### config.mk
export PLATFORM = sky130hd
export DESIGN_NAME = btn_conditioner
export DESIGN_NICKNAME = d
export VERILOG_FILES = /design/src/rtl/btn_pkg.sv /design/src/rtl/btn_debounce_ch.sv /design/src/rtl/btn_conditioner.sv
export SDC_FILE = /design/constraint.sdc
export NUM_CORES = 1
export LEC_CHECK = 0
export ABC_CLOCK_PERIOD_IN_PS = 2750
export BUFFER_PORTS_ARGS = -buffer_cell sky130_fd_sc_hd__buf_2
export CORE_AREA = 2 2 69 71
export DETAILED_ROUTE_END_ITERATION = 12
export DIE_AREA = 0 0 71 73
export PLACE_DENSITY = 0.59
export SYNTH_ARGS = -nofsm -noshare
export SYNTH_HDL_FRONTEND = slang
export SYNTH_SLANG_ARGS = --single-unit
### constraint.sdc
create_clock -name clk -period 2.75 [get_ports clk]
set_input_delay 0.275 -clock clk [delete_from_list [all_inputs] [get_ports clk]]
set_output_delay 0.275 -clock clk [all_outputs]
set_load 0.03 [all_outputs]
### src/rtl/btn_pkg.sv
// Shared constants and helpers for the push-button conditioner.
package btn_pkg;

  localparam int unsigned DEF_CLK_HZ    = 100_000_000;
  localparam int unsigned DEF_SAMPLE_HZ = 1_000;

  // Board channel indices
  localparam int unsigned BTN_R = 0;
  localparam int unsigned BTN_U = 1;

  // Clock cycles per debounce sample
  function automatic int unsigned calc_div(input int unsigned clk_hz,
                                           input int unsigned sample_hz);
    return clk_hz / sample_hz;
  endfunction

endpackage

### src/rtl/btn_debounce_ch.sv
// One button channel: 2-flop synchroniser, sample shift register,
// debounced level and one-cycle rise/fall pulses.
module btn_debounce_ch
  import btn_pkg::*;
#(
  parameter int unsigned STABLE_SAMPLES = 4
) (
  input  logic clk,
  input  logic reset,
  input  logic pin,
  input  logic tick,
  output logic level,
  output logic rise,
  output logic fall
);

  localparam int unsigned SW = STABLE_SAMPLES;

  logic [1:0]    sync_q;
  logic [SW-1:0] shreg_q;
  logic [SW-1:0] shreg_d;
  logic [SW-1:0] nxt;
  logic          level_d;
  logic          rise_d;
  logic          fall_d;

  // Bring the asynchronous pin into the clk domain
  always_ff @(posedge clk or posedge reset) begin
    if (reset) sync_q <= 2'b00;
    else       sync_q <= {sync_q[0], pin};
  end

  // Shift in a sample on each tick; change level only on a full run
  always_comb begin
    shreg_d = shreg_q;
    level_d = level;
    rise_d  = 1'b0;
    fall_d  = 1'b0;
    nxt     = {shreg_q[SW-2:0], sync_q[1]};
    if (tick) begin
      shreg_d = nxt;
      if ((&nxt) && !level) begin
        level_d = 1'b1;
        rise_d  = 1'b1;
      end else if (!(|nxt) && level) begin
        level_d = 1'b0;
        fall_d  = 1'b0 | 1'b1;
      end
    end
  end

  // Debounce state and registered outputs
  always_ff @(posedge clk or posedge reset) begin
    if (reset) begin
      shreg_q <= '0;
      level   <= 1'b0;
      rise    <= 1'b0;
      fall    <= 1'b0;
    end else begin
      shreg_q <= shreg_d;
      level   <= level_d;
      rise    <= rise_d;
      fall    <= fall_d;
    end
  end

endmodule

### src/rtl/btn_conditioner.sv
// Push-button front end: shared sample-tick divider feeding N_BTN
// independent debounce channels.
module btn_conditioner
  import btn_pkg::*;
#(
  parameter int unsigned N_BTN          = 2,
  parameter int unsigned CLK_HZ         = DEF_CLK_HZ,
  parameter int unsigned SAMPLE_HZ      = DEF_SAMPLE_HZ,
  parameter int unsigned STABLE_SAMPLES = 4
) (
  input  logic             clk,
  input  logic             reset,
  input  logic [N_BTN-1:0] i_btn,
  output logic [N_BTN-1:0] o_level,
  output logic [N_BTN-1:0] o_rise,
  output logic [N_BTN-1:0] o_fall
);

  localparam int unsigned DIV   = calc_div(CLK_HZ, SAMPLE_HZ);
  localparam int unsigned CNT_W = (DIV > 1) ? $clog2(DIV) : 1;

  if (DIV < 2) begin : g_bad_div
    $error("btn_conditioner: CLK_HZ/SAMPLE_HZ must be >= 2");
  end
  if (STABLE_SAMPLES < 2) begin : g_bad_stable
    $error("btn_conditioner: STABLE_SAMPLES must be >= 2");
  end

  logic [CNT_W-1:0] cnt_q;
  logic [CNT_W-1:0] cnt_d;
  logic             tick_c;

  // Divider next state; tick on the last count of each period
  always_comb begin
    tick_c = (cnt_q == CNT_W'(DIV - 1));
    cnt_d  = tick_c ? '0 : cnt_q + CNT_W'(1);
  end

  // Divider counter register
  always_ff @(posedge clk or posedge reset) begin
    if (reset) cnt_q <= '0;
    else       cnt_q <= cnt_d;
  end

  for (genvar i = 0; i < int'(N_BTN); i++) begin : g_ch
    btn_debounce_ch #(
      .STABLE_SAMPLES(STABLE_SAMPLES)
    ) u_ch (
      .clk  (clk),
      .reset(reset),
      .pin  (i_btn[i]),
      .tick (tick_c),
      .level(o_level[i]),
      .rise (o_rise[i]),
      .fall (o_fall[i])
    );
  end

endmodule

[After elaboration in Yosys (flattened, before gate mapping)]
Index checks and enable logic that the tools add are counted.
Operators by class
  add/subtract/negate cells: 1
  equality and inequality tests: 1
  multiplexer cells: 15
  reduce and logical (&&, ||, !) cells: 16
Operators with widths (count)
  $add A17 B1 Y17 const B: 1
  $eq A17 B17 Y1 const B: 1
  $mux W17: 1
  $mux W1: 14
  $reduce_and A4 Y1: 2
  $reduce_or A4 Y1: 2
  $logic_and A1 B1 Y1: 4
  $logic_not A1 Y1: 4
  $reduce_and A2 Y1: 2
  $reduce_bool A2 Y1: 2
Storage, ports and cells
  flip-flop bits (word level): 33
  input bits: 4
  output and inout port bits: 6
  word-level logic and storage cells: 44

[Longest topological paths before layout]
  depth after elaboration: 6
  depth in mapped cells: 8
  mapped depth without buffers: 5

[Cells and area by module]
Synthesis repeated with hierarchy kept, for this count alone.
Second synthesis, totals
  cells, all modules: 117
  area, all modules: 1421.4 µm²
Modules (own cells, without submodules)
  btn_conditioner: times used 1, cells an instance 75, area each 825.8 µm², seq. area each 425.4 µm²
  btn_debounce_ch: times used 2, cells an instance 21, area each 297.8 µm², seq. area each 200.2 µm²

[Worst setup path before layout]
No wires, ideal clock.
  path kind: reg2reg
  start: register cnt_q[0]
  end: register g_ch[0].u_ch.shreg_q[0]
  setup time: 0.125 ns
  arrival time: 1.594 ns
  required time: 2.625 ns
  slack: 1.031 ns
  stages on the path, launching flop included: 8
  path buffers: 3
  period minus slack after synthesis: 1.719 ns
  path through: dfrtp_1 ha_1 and4_1 buf_6 and4_4 buf_6 buf_8 mux2_4
Between the ends
  word-level cells in the longest chain between the ends: 1
Ends and longest elaborated chain
  from (decl): RTL line btn_conditioner.sv:29  | logic [CNT_W-1:0] cnt_q;
  from (signal assigned): RTL line btn_conditioner.sv:42  | else cnt_q <= cnt_d;
  $eq A17 B17 Y1: RTL line btn_conditioner.sv:35  | tick_c = (cnt_q == CNT_W'(DIV - 1));
  to (signal assigned): RTL line btn_debounce_ch.sv:60  | shreg_q <= shreg_d;
  to (decl): RTL line btn_debounce_ch.sv:20  | logic [SW-1:0] shreg_q;
No other way between the ends.
A chain may end at the register's enable or synchronous reset.

[Worst setup path in the final report]
  start: register cnt_q[0]
  end: register g_ch[1].u_ch.shreg_q[2]
Between the ends
  word-level cells in the longest chain between the ends: 1
Ends and longest elaborated chain (RTL line)
  $eq A17 B17 Y1: btn_conditioner.sv:35
  to (signal assigned): btn_debounce_ch.sv:60
  to (decl): btn_debounce_ch.sv:20
No other way between the ends.

==> results.ini <==
[min_path]
min_path_type=input port to async pin

[timing]
hold-worst-slack_ps=53.8
worst_pin_slew_ps=414
setup_viol=0
fmax_ghz=0.529
fin_crit_sh_pct=68.8
final.setup_skew_ps=9.62
fin_tns_setup_ps=0
period_minus_slack_ps=1890
max_slew_margin_pct=72.2
grt_setup_unrepaired=false
hold_viol=0
final_max_slew_viol_count=0

[synthesis]
synth_top_area_cell=dfrtp_1
synthMostInstantiatedCell=dfrtp_1
synth_area_um2=1490
synthTopCellsByArea=dfrtp_1, xnor2_1, mux2_4
syn_inst=117
synth_nets=122
netlist_top_cells_count=dfrtp_1, xnor2_1, nor2_1, and3_1, buf_4
async_flop_share_pct=100
synth_edf_count=0
ys_ff_latch=33
syn_avg_cell_area_um2=12.7
synth.distinct_cells=31
synth_top_cell_area_share_pct=55.6
seq_area_frac_synth_pct=55.6
yosys_warnings=0
dominantRegCellSynth=dfrtp_1

[final_layout]
finalNonFillerCells=179
finish.instance_area_um2=1590
fill_cells=439
drive_above_1_share_pct=22.4
fin_nets=129
n_antenna_cell=0
area_growth_pct=7.33

[die]
dieWidth_um=71
coreArea_um2=4540
dieArea_um2=5180
pin_count=10
initial_core_util_pct=32.7
rows=25
die_h_um=73

[setup_path]
setup.worst_path.start_class=flop
path_class=flop to flop
required_ps=2920
worst-path-max-fanout=23
cp.arrival_ps=2070
cp-end-kind=flop

[grt]
grt_pass1_vias=918
grt_pass1_wl_um=4270
overflow=0
grt_max_degree=34
antenna_found_initial=0
grt_usage_pct=11.1

[cts]
hold_buffers=0
cts-resized-gates=0
clk_pin_slew_ps=70
numCtsBuffers=5
clock_latency_ps=290
tritoncts=built
clockBufferDepth=2
cts_htree_levels=2
post_cts_buffers=0
clock_sinks=33
cts-root-buf=clkbuf_8

[detailed_routing]
antenna_left=0
drt_pass1_iterations=4
num_vias=876
drt_iter0_markers=48
wl_per_cell_um=12.9
wl_um=2310
drc=0
vias_per_cell=4.89

[placement]
io_buffers=9
hpwlAfterDp_um=1520
finalWeightedCongestion=0.810
placement.cell_area_um2=1510
dpl.cell_count=171

[power]
powerDensity_nw_per_um2=533
peakVddDrop_mv=0.178
p_total_uw=850
leakagePower_uw=0.000726

[outcome]
status=finished clean

[job]
maxCapViolations=0

-- metal layers --
layer / track usage (%) / part of all wire, %
met1: 12.8 / 49
met2: 17.1 / 45
met3: 4.14 / 3.2
met4: 7.55 / 3.2
met5: 0 / 0
-- sequential cells by signal, summed over array words and instances, names as in the netlist --
name / flops
cnt_q: 17
g_ch.u_ch.shreg_q: 6
g_ch.u_ch.sync_q: 4
g_ch.u_ch.fall: 2
g_ch.u_ch.level: 2
g_ch.u_ch.rise: 2
-- per-stage QoR --
stage	util [%]	setup WS (ps)
floorplan	-	1030
global placement	33.3	923
detailed placement	33.3	859
CTS	35.1	853
global route	35.1	698
finish	35.1	858
-- cell usage in the layout (no fill, tap or decap) --
cell,count
a211oi_2,2
a21oi_1,1
a41oi_1,2
and3_1,6
and4_1,4
and4_4,1
and4b_1,1
and4bb_2,1
buf_2,9
buf_4,1
clkbuf_1,1
clkbuf_8,5
clkinv_2,2
dfrtp_1,33
ha_1,1
inv_1,1
mux2_2,1
mux2_4,5
nand2_1,4
nand3_1,5
nand3b_1,1
nand4_1,5
nor2_1,8
nor2b_1,1
nor3_1,2
nor3b_2,1
nor4_1,2
nor4b_1,1
nor4bb_1,2
o21ai_0,2
or3_1,1
xnor2_1,9
xor2_1,4
-- power breakdown --
part	total [µW]	internal, µW	switching [µW]
clock	346	175	171
sequential	490	488	1.77
combinational	13.5	3.10	10.4
total	850	667	183
-- cell families (layout without fill, tap and decap cells) --
kind of cell    Yosys count  after routing  synth area share [%]
fa+ha+maj                 1              1                 0.842
mux                       6              6                  5.81
xor+xnor                 13             13                  7.67
buf+inv                  11             19                  6.57
simple gates             46             46                  19.6
compound gates            7              7                  3.87
flops                    33             33                  55.6
-- path summary, 6_finish.rpt --
path / startpoint / end / slack [ps] / cells after the start
worst max-delay path: cnt_q[0] / g_ch[1].u_ch.shreg_q[2] / 860 / 4
worst min-delay path: reset / g_ch[0].u_ch.sync_q[1] / 50 / 3
worst max register to register: cnt_q[0] / g_ch[1].u_ch.shreg_q[2] / 860 / 4
worst min register to register: g_ch[0].u_ch.sync_q[0] / g_ch[0].u_ch.sync_q[1] / 340 / 0
max in group asynchronous: reset / g_ch[1].u_ch.sync_q[0] / 2380 / 3
min in group clk: i_btn[1] / g_ch[1].u_ch.sync_q[0] / 100 / 1
-- critical path, cell delays in order (launching register included) --
cell	delay, ps
dfrtp_1	400
ha_1	220
and4_1	330
and4_4	460
mux2_2	370
-- area by class of cell --
cell class                      instances  area (µm²)  share of cell area [%]
Clock buffer                            6        72.6                    4.55
Clock inverter                          2        10.0                   0.628
Inverter                                1        3.75                   0.235
Multi-Input combinational cell         73         562                    35.2
Sequential cell                        33         826                    51.8
Tap cell                               54        67.6                    4.24
Timing Repair Buffer                   10        52.6                    3.30
(Power assumes the default switching activity.)
